$ cat src/rtl/double_pulse_meas.sv
// double_pulse_meas: measures first-pulse width, gap and second-pulse width of a double pulse in sys_clk cycles.
// Optional glitch filter between synchroniser and edge detect when DPM_GLITCH_FILTER_EN is defined.
module double_pulse_meas #(
  parameter int CNT_W       = 7,
  parameter int TIMEOUT_CYC = 1000,
  parameter int FILT_LEN    = 3
) (
  input  logic             sys_clk,
  input  logic             sys_rst_n,
  input  logic             pulse_in,
  output logic [CNT_W-1:0] meas_width1,
  output logic [CNT_W-1:0] meas_gap,
  output logic [CNT_W-1:0] meas_width2,
  output logic             meas_valid,
  output logic             meas_err,
  output logic [1:0]       err_code,
  output logic             busy
);
  localparam int TW = $clog2(TIMEOUT_CYC);
  localparam logic [CNT_W-1:0] CMAX = '1;
  localparam logic [TW-1:0] TLAST = TW'(TIMEOUT_CYC - 1);
  typedef enum logic [2:0] {IDLE, P1, GAP, P2, DONE, WAIT_LOW} state_t;
  if (FILT_LEN < 1 || TIMEOUT_CYC < 2) begin : g_param_chk
    $error("double_pulse_meas: FILT_LEN must be >= 1 and TIMEOUT_CYC >= 2");
  end
  state_t state_q, state_d;
  logic [1:0] sync_q;
  logic pulse_s, pulse_d_q, rise, fall, tmo, cap_sat, sat_q, sat_d;
  logic [CNT_W-1:0] cnt_q, cnt_d, w1_q, w1_d, gap_q, gap_d;
  logic [CNT_W-1:0] meas_width1_q, meas_width1_d, meas_gap_q, meas_gap_d, meas_width2_q, meas_width2_d;
  logic meas_valid_q, meas_valid_d, meas_err_q, meas_err_d;
  logic [1:0] err_code_q, err_code_d;
  logic [TW-1:0] ph_q, ph_d;
`ifdef DPM_GLITCH_FILTER_EN
  localparam int FW = $clog2(FILT_LEN + 1);
  logic filt_q, filt_d, filt_hit;
  logic [FW-1:0] fc_q, fc_d;
  always_comb begin
    filt_hit = (sync_q[1] != filt_q) && (fc_q == FW'(FILT_LEN - 1));
    filt_d = filt_hit ? sync_q[1] : filt_q;
    fc_d = (sync_q[1] == filt_q || filt_hit) ? '0 : fc_q + 1'b1;
  end
  always_ff @(posedge sys_clk or negedge sys_rst_n)
    if (!sys_rst_n) begin
      filt_q <= 1'b0;
      fc_q <= '0;
    end else begin
      filt_q <= filt_d;
      fc_q <= fc_d;
    end
  assign pulse_s = filt_q;
`else
  assign pulse_s = sync_q[1];
`endif
  always_comb begin
    rise = pulse_s & ~pulse_d_q;
    fall = ~pulse_s & pulse_d_q;
    tmo = ph_q == TLAST;
    cap_sat = sat_q | (cnt_q == CMAX);
    cnt_d = (rise | fall) ? CNT_W'(1) : (cnt_q == CMAX) ? cnt_q : cnt_q + 1'b1;
    state_d = state_q;
    sat_d = sat_q;
    w1_d = w1_q;
    gap_d = gap_q;
    meas_width1_d = meas_width1_q;
    meas_gap_d = meas_gap_q;
    meas_width2_d = meas_width2_q;
    meas_valid_d = 1'b0;
    meas_err_d = 1'b0;
    err_code_d = err_code_q;
    case (state_q)
      IDLE, DONE: begin
        state_d = rise ? P1 : IDLE;
        sat_d = rise ? 1'b0 : sat_q;
      end
      P1:
        if (fall) begin
          w1_d = cnt_q;
          sat_d = cap_sat;
          state_d = GAP;
        end else if (tmo) begin
          meas_err_d = 1'b1;
          err_code_d = 2'b01;
          state_d = WAIT_LOW;
        end
      GAP:
        if (rise) begin
          gap_d = cnt_q;
          sat_d = cap_sat;
          state_d = P2;
        end else if (tmo) begin
          meas_err_d = 1'b1;
          err_code_d = 2'b10;
          state_d = IDLE;
        end
      P2:
        if (fall) begin
          meas_width1_d = w1_q;
          meas_gap_d = gap_q;
          meas_width2_d = cnt_q;
          meas_valid_d = 1'b1;
          err_code_d = {2{cap_sat}};
          state_d = DONE;
        end else if (tmo) begin
          meas_err_d = 1'b1;
          err_code_d = 2'b01;
          state_d = WAIT_LOW;
        end
      WAIT_LOW: state_d = pulse_s ? WAIT_LOW : IDLE;
      default: state_d = IDLE;
    endcase
    ph_d = (state_d != state_q) ? '0 : ph_q + 1'b1;
  end
  always_ff @(posedge sys_clk or negedge sys_rst_n)
    if (!sys_rst_n) begin
      state_q <= IDLE;
      sync_q <= '0;
      pulse_d_q <= 1'b0;
      cnt_q <= '0;
      ph_q <= '0;
      sat_q <= 1'b0;
      w1_q <= '0;
      gap_q <= '0;
      meas_width1_q <= '0;
      meas_gap_q <= '0;
      meas_width2_q <= '0;
      meas_valid_q <= 1'b0;
      meas_err_q <= 1'b0;
      err_code_q <= '0;
    end else begin
      state_q <= state_d;
      sync_q <= {sync_q[0], pulse_in};
      pulse_d_q <= pulse_s;
      cnt_q <= cnt_d;
      ph_q <= ph_d;
      sat_q <= sat_d;
      w1_q <= w1_d;
      gap_q <= gap_d;
      meas_width1_q <= meas_width1_d;
      meas_gap_q <= meas_gap_d;
      meas_width2_q <= meas_width2_d;
      meas_valid_q <= meas_valid_d;
      meas_err_q <= meas_err_d;
      err_code_q <= err_code_d;
    end
  assign meas_width1 = meas_width1_q;
  assign meas_gap = meas_gap_q;
  assign meas_width2 = meas_width2_q;
  assign meas_valid = meas_valid_q;
  assign meas_err = meas_err_q;
  assign err_code = err_code_q;
  assign busy = state_q != IDLE;
endmodule
$ cat config.mk
export PLATFORM = sky130hd
export DESIGN_NAME = double_pulse_meas
export DESIGN_NICKNAME = d
export VERILOG_FILES = /design/src/rtl/double_pulse_meas.sv
export SDC_FILE = /design/constraint.sdc
export NUM_CORES = 1
export LEC_CHECK = 0
export ABC_AREA = 1
export CORE_MARGIN = 2
export CORE_UTILIZATION = 55
export DETAILED_ROUTE_END_ITERATION = 8
export GPL_TIMING_DRIVEN = 0
export PLACE_DENSITY = 0.78
export SETUP_SLACK_MARGIN = 0.2
export SLEW_MARGIN = 25
export SYNTH_ARGS = -nofsm -noshare
export SYNTH_HDL_FRONTEND = slang
export SYNTH_SLANG_ARGS = --single-unit
$ cat constraint.sdc
create_clock -name sys_clk -period 2.3 [get_ports sys_clk]
set_clock_uncertainty 0.1 [all_clocks]
set_input_delay 0.46 -clock sys_clk [delete_from_list [all_inputs] [get_ports sys_clk]]
set_output_delay 0.46 -clock sys_clk [all_outputs]
set_load 0.05 [all_outputs]
==> results_dict.tcl <==
set metrics [dict create \
    status "complete, no violations" \
    critPathBufInv 1 \
    worstRegToRegCells 10 \
    critPathRequiredTime_ns 1.74 \
    die_h_um 74.3 \
    grtUsageTotal_pct 22.4 \
    p_per_area_mw_per_mm2 1090 \
    dpl_cell_area_mm2 0.00311 \
    overflow 0 \
    hold_viol_final 0 \
    path_depth 1 \
    cts_made_buffers 9 \
    fin_area_mm2 0.00333 \
    port-buffer-count 28 \
    fin_tns_setup_ns 0 \
    clock_path_buffers 2 \
    via_per_inst 4.96 \
    syn_area_per_cell_um2 8.57 \
    clk_pin_slew_ns 0.06 \
    worst_pin_slew_ns 0.514 \
    globalplace.congestion 0.908 \
    fillers 378 \
    yosys_warnings 0 \
    diodes 0 \
    post_drt_wl_per_cell_um 12.4 \
    ys_seq_area_share_pct 58.0 \
    finalCritPeriodShare_pct 89.9 \
    route.antenna.remaining_nets 0 \
    path_class "reg -> out" \
    synth_seq_cells 63 \
    grt_start_max_net_pins 48 \
    netlist_area_mm2 0.00272 \
    antenna_found_initial 0 \
    setup_violations 0 \
    dr.pass1.iters 4 \
    critPathLaunchType "flip-flop" \
    cts_tree "yes" \
    dieArea_mm2 0.00552 \
    area_growth_pct 22.8 \
    rsz0062_at_grt "false" \
    synth_area_leaders "dfrtp_1, nand2_1, o21ai_0" \
    period_needed_ns 2.07 \
    htreeDepth 3 \
    place_ws_ns 0.329 \
    post-cts-setup-buffers 0 \
    worstSkewPairLatency_ns 0.34 \
    max_freq_ghz 0.484 \
    drt_iter0_markers 161 \
    synth_top_area_share_pct 58.0 \
    critical-path-max-stage-delay_ns 0.81 \
    syn_nets 324 \
    p_leak_nw 1.69 \
    ios 29 \
    coreArea_mm2 0.00475 \
    cap_violations 0 \
    yosysTopAreaCell "dfrtp_1" \
    worstHoldPathType "reg -> reg" \
    setup_ws_ns 0.233 \
    synthCells 317 \
    cp_max_fo 3 \
    clkSinkCount 63 \
    root_buffer "clkbuf_8" \
    fin_nets 365 \
    dieWidth_um 74.3 \
    slew_viol_final 0 \
    grt_pass1_vias 1982 \
    start_util_pct 57.1 \
    drive_above_1_share_pct 8.01 \
    peakVddDrop_v 0.000692 \
    dp_hpwl_um 3660 \
    crit_chain "clkdlybuf4s50_1" \
    p_total_mw 3.62 \
    wl_um 5330 \
    route.detailed.drc 0 \
    crit_slowest_cell "clkdlybuf4s50_1" \
    grt_pass1_wl_um 9100 \
    dr_total_vias 2127 \
    synth.distinct_cells 22 \
    endpoint_kind "output pin" \
    whs_path_depth 0 \
    critPathArrivalTime_ns 1.51 \
    slew_headroom_pct 65.7 \
    critical-path-top-delay-family "buffers and inverters" \
    num_rows 25 \
]
power breakdown:
part | internal [mW] | leakage (nW) | switching [mW] | total (mW)
logic | 0.370 | 0.738 | 0.801 | 1.17
clock network | 0.630 | 0.109 | 0.401 | 1.03
registers | 1.29 | 0.845 | 0.129 | 1.42
Yosys cell counts (all sizes together):
library cell,instances
a21oi,8
a22oi,1
buf,4
clkbuf,2
dfrtp,63
ha,4
inv,35
nand2,110
nand3,17
nand4,3
nor2,32
nor3,5
o21ai,28
xnor2,2
xor2,3
state kept, by name, summed over array words and instances, names as in the netlist, 2 cells and up:
name         count
sync_q           2
state_q          3
meas_width1      7
meas_gap         7
err_code         2
ph_q            10
gap_q            7
cnt_q            7
meas_width2      7
w1_q             7
metal layers:
metal	global-route usage [%]	vias to the layer above	wire length [um]
met2	33.9	33	2490
met4	11.9	0	99
met3	4.88	10	176
li1	-	1079	-
met1	30.5	1005	2570
met5	0	-	0
cells in the final DEF (no fill, tap or decap), drive strengths merged, types with 4 or more instances in the layout:
cell type,n
o21ai,28
nor3,5
nand3,17
a21oi,8
nor2,32
dfrtp,63
clkbuf,13
buf,6
clkdlybuf4s50,23
inv,35
nand2,110
ha,4
cell type report:
cell class                 instances  area, um^2  area share, %
clock buffer                      11         141           4.24
timing repair buffer              30         323           9.68
buffer                             6        33.8           1.01
sequential                        63        1580           47.3
tap                               67        83.8           2.51
multi-input combinational        213         975           29.2
clock inverter                     4        70.1           2.10
inverter                          35         131           3.94
worst paths after layout:
check                            startpoint          end  slack, ns
worst max-delay path            err_code[1]  err_code[1]       0.23
worst min-delay path              sync_q[0]    sync_q[1]       0.25
worst max register to register    sync_q[1]      ph_q[3]       0.45
worst min register to register    sync_q[0]    sync_q[1]       0.25
max in group asynchronous         sys_rst_n        sat_q       1.18
min in group asynchronous         sys_rst_n      ph_q[7]       0.43
per-stage QoR:
stage	hold slack [ns]	std cells	utilization (%)
2_1_floorplan	0.0644	317	-
3_3_place_gp	0.236	412	64.8
3_5_place_dp	0.240	413	65.3
4_1_cts	0.255	429	69.9
5_1_grt	0.267	429	70.1
6_report	0.250	429	70.1
timing repair:
| item | 4_1_cts | 5_1_grt |
|---|---|---|
| gates resized for setup | 1 | 4 |
| setup endpoints to repair | 1 | 4 |
| hold buffers | 1 | 0 |
| hold endpoints to repair | 16 | 0 |
logic make-up after synthesis:
logic type	count (synthesis)	synth area share, %
AOI/OAI and AO/OA	37	6.91
buffers and inverters	41	6.08
DFF	63	58.0
adders and majority gates	4	1.84
xor gates and xnor gates	5	1.61
and+or+nand+nor	167	25.5
(Power assumes the default switching activity.)
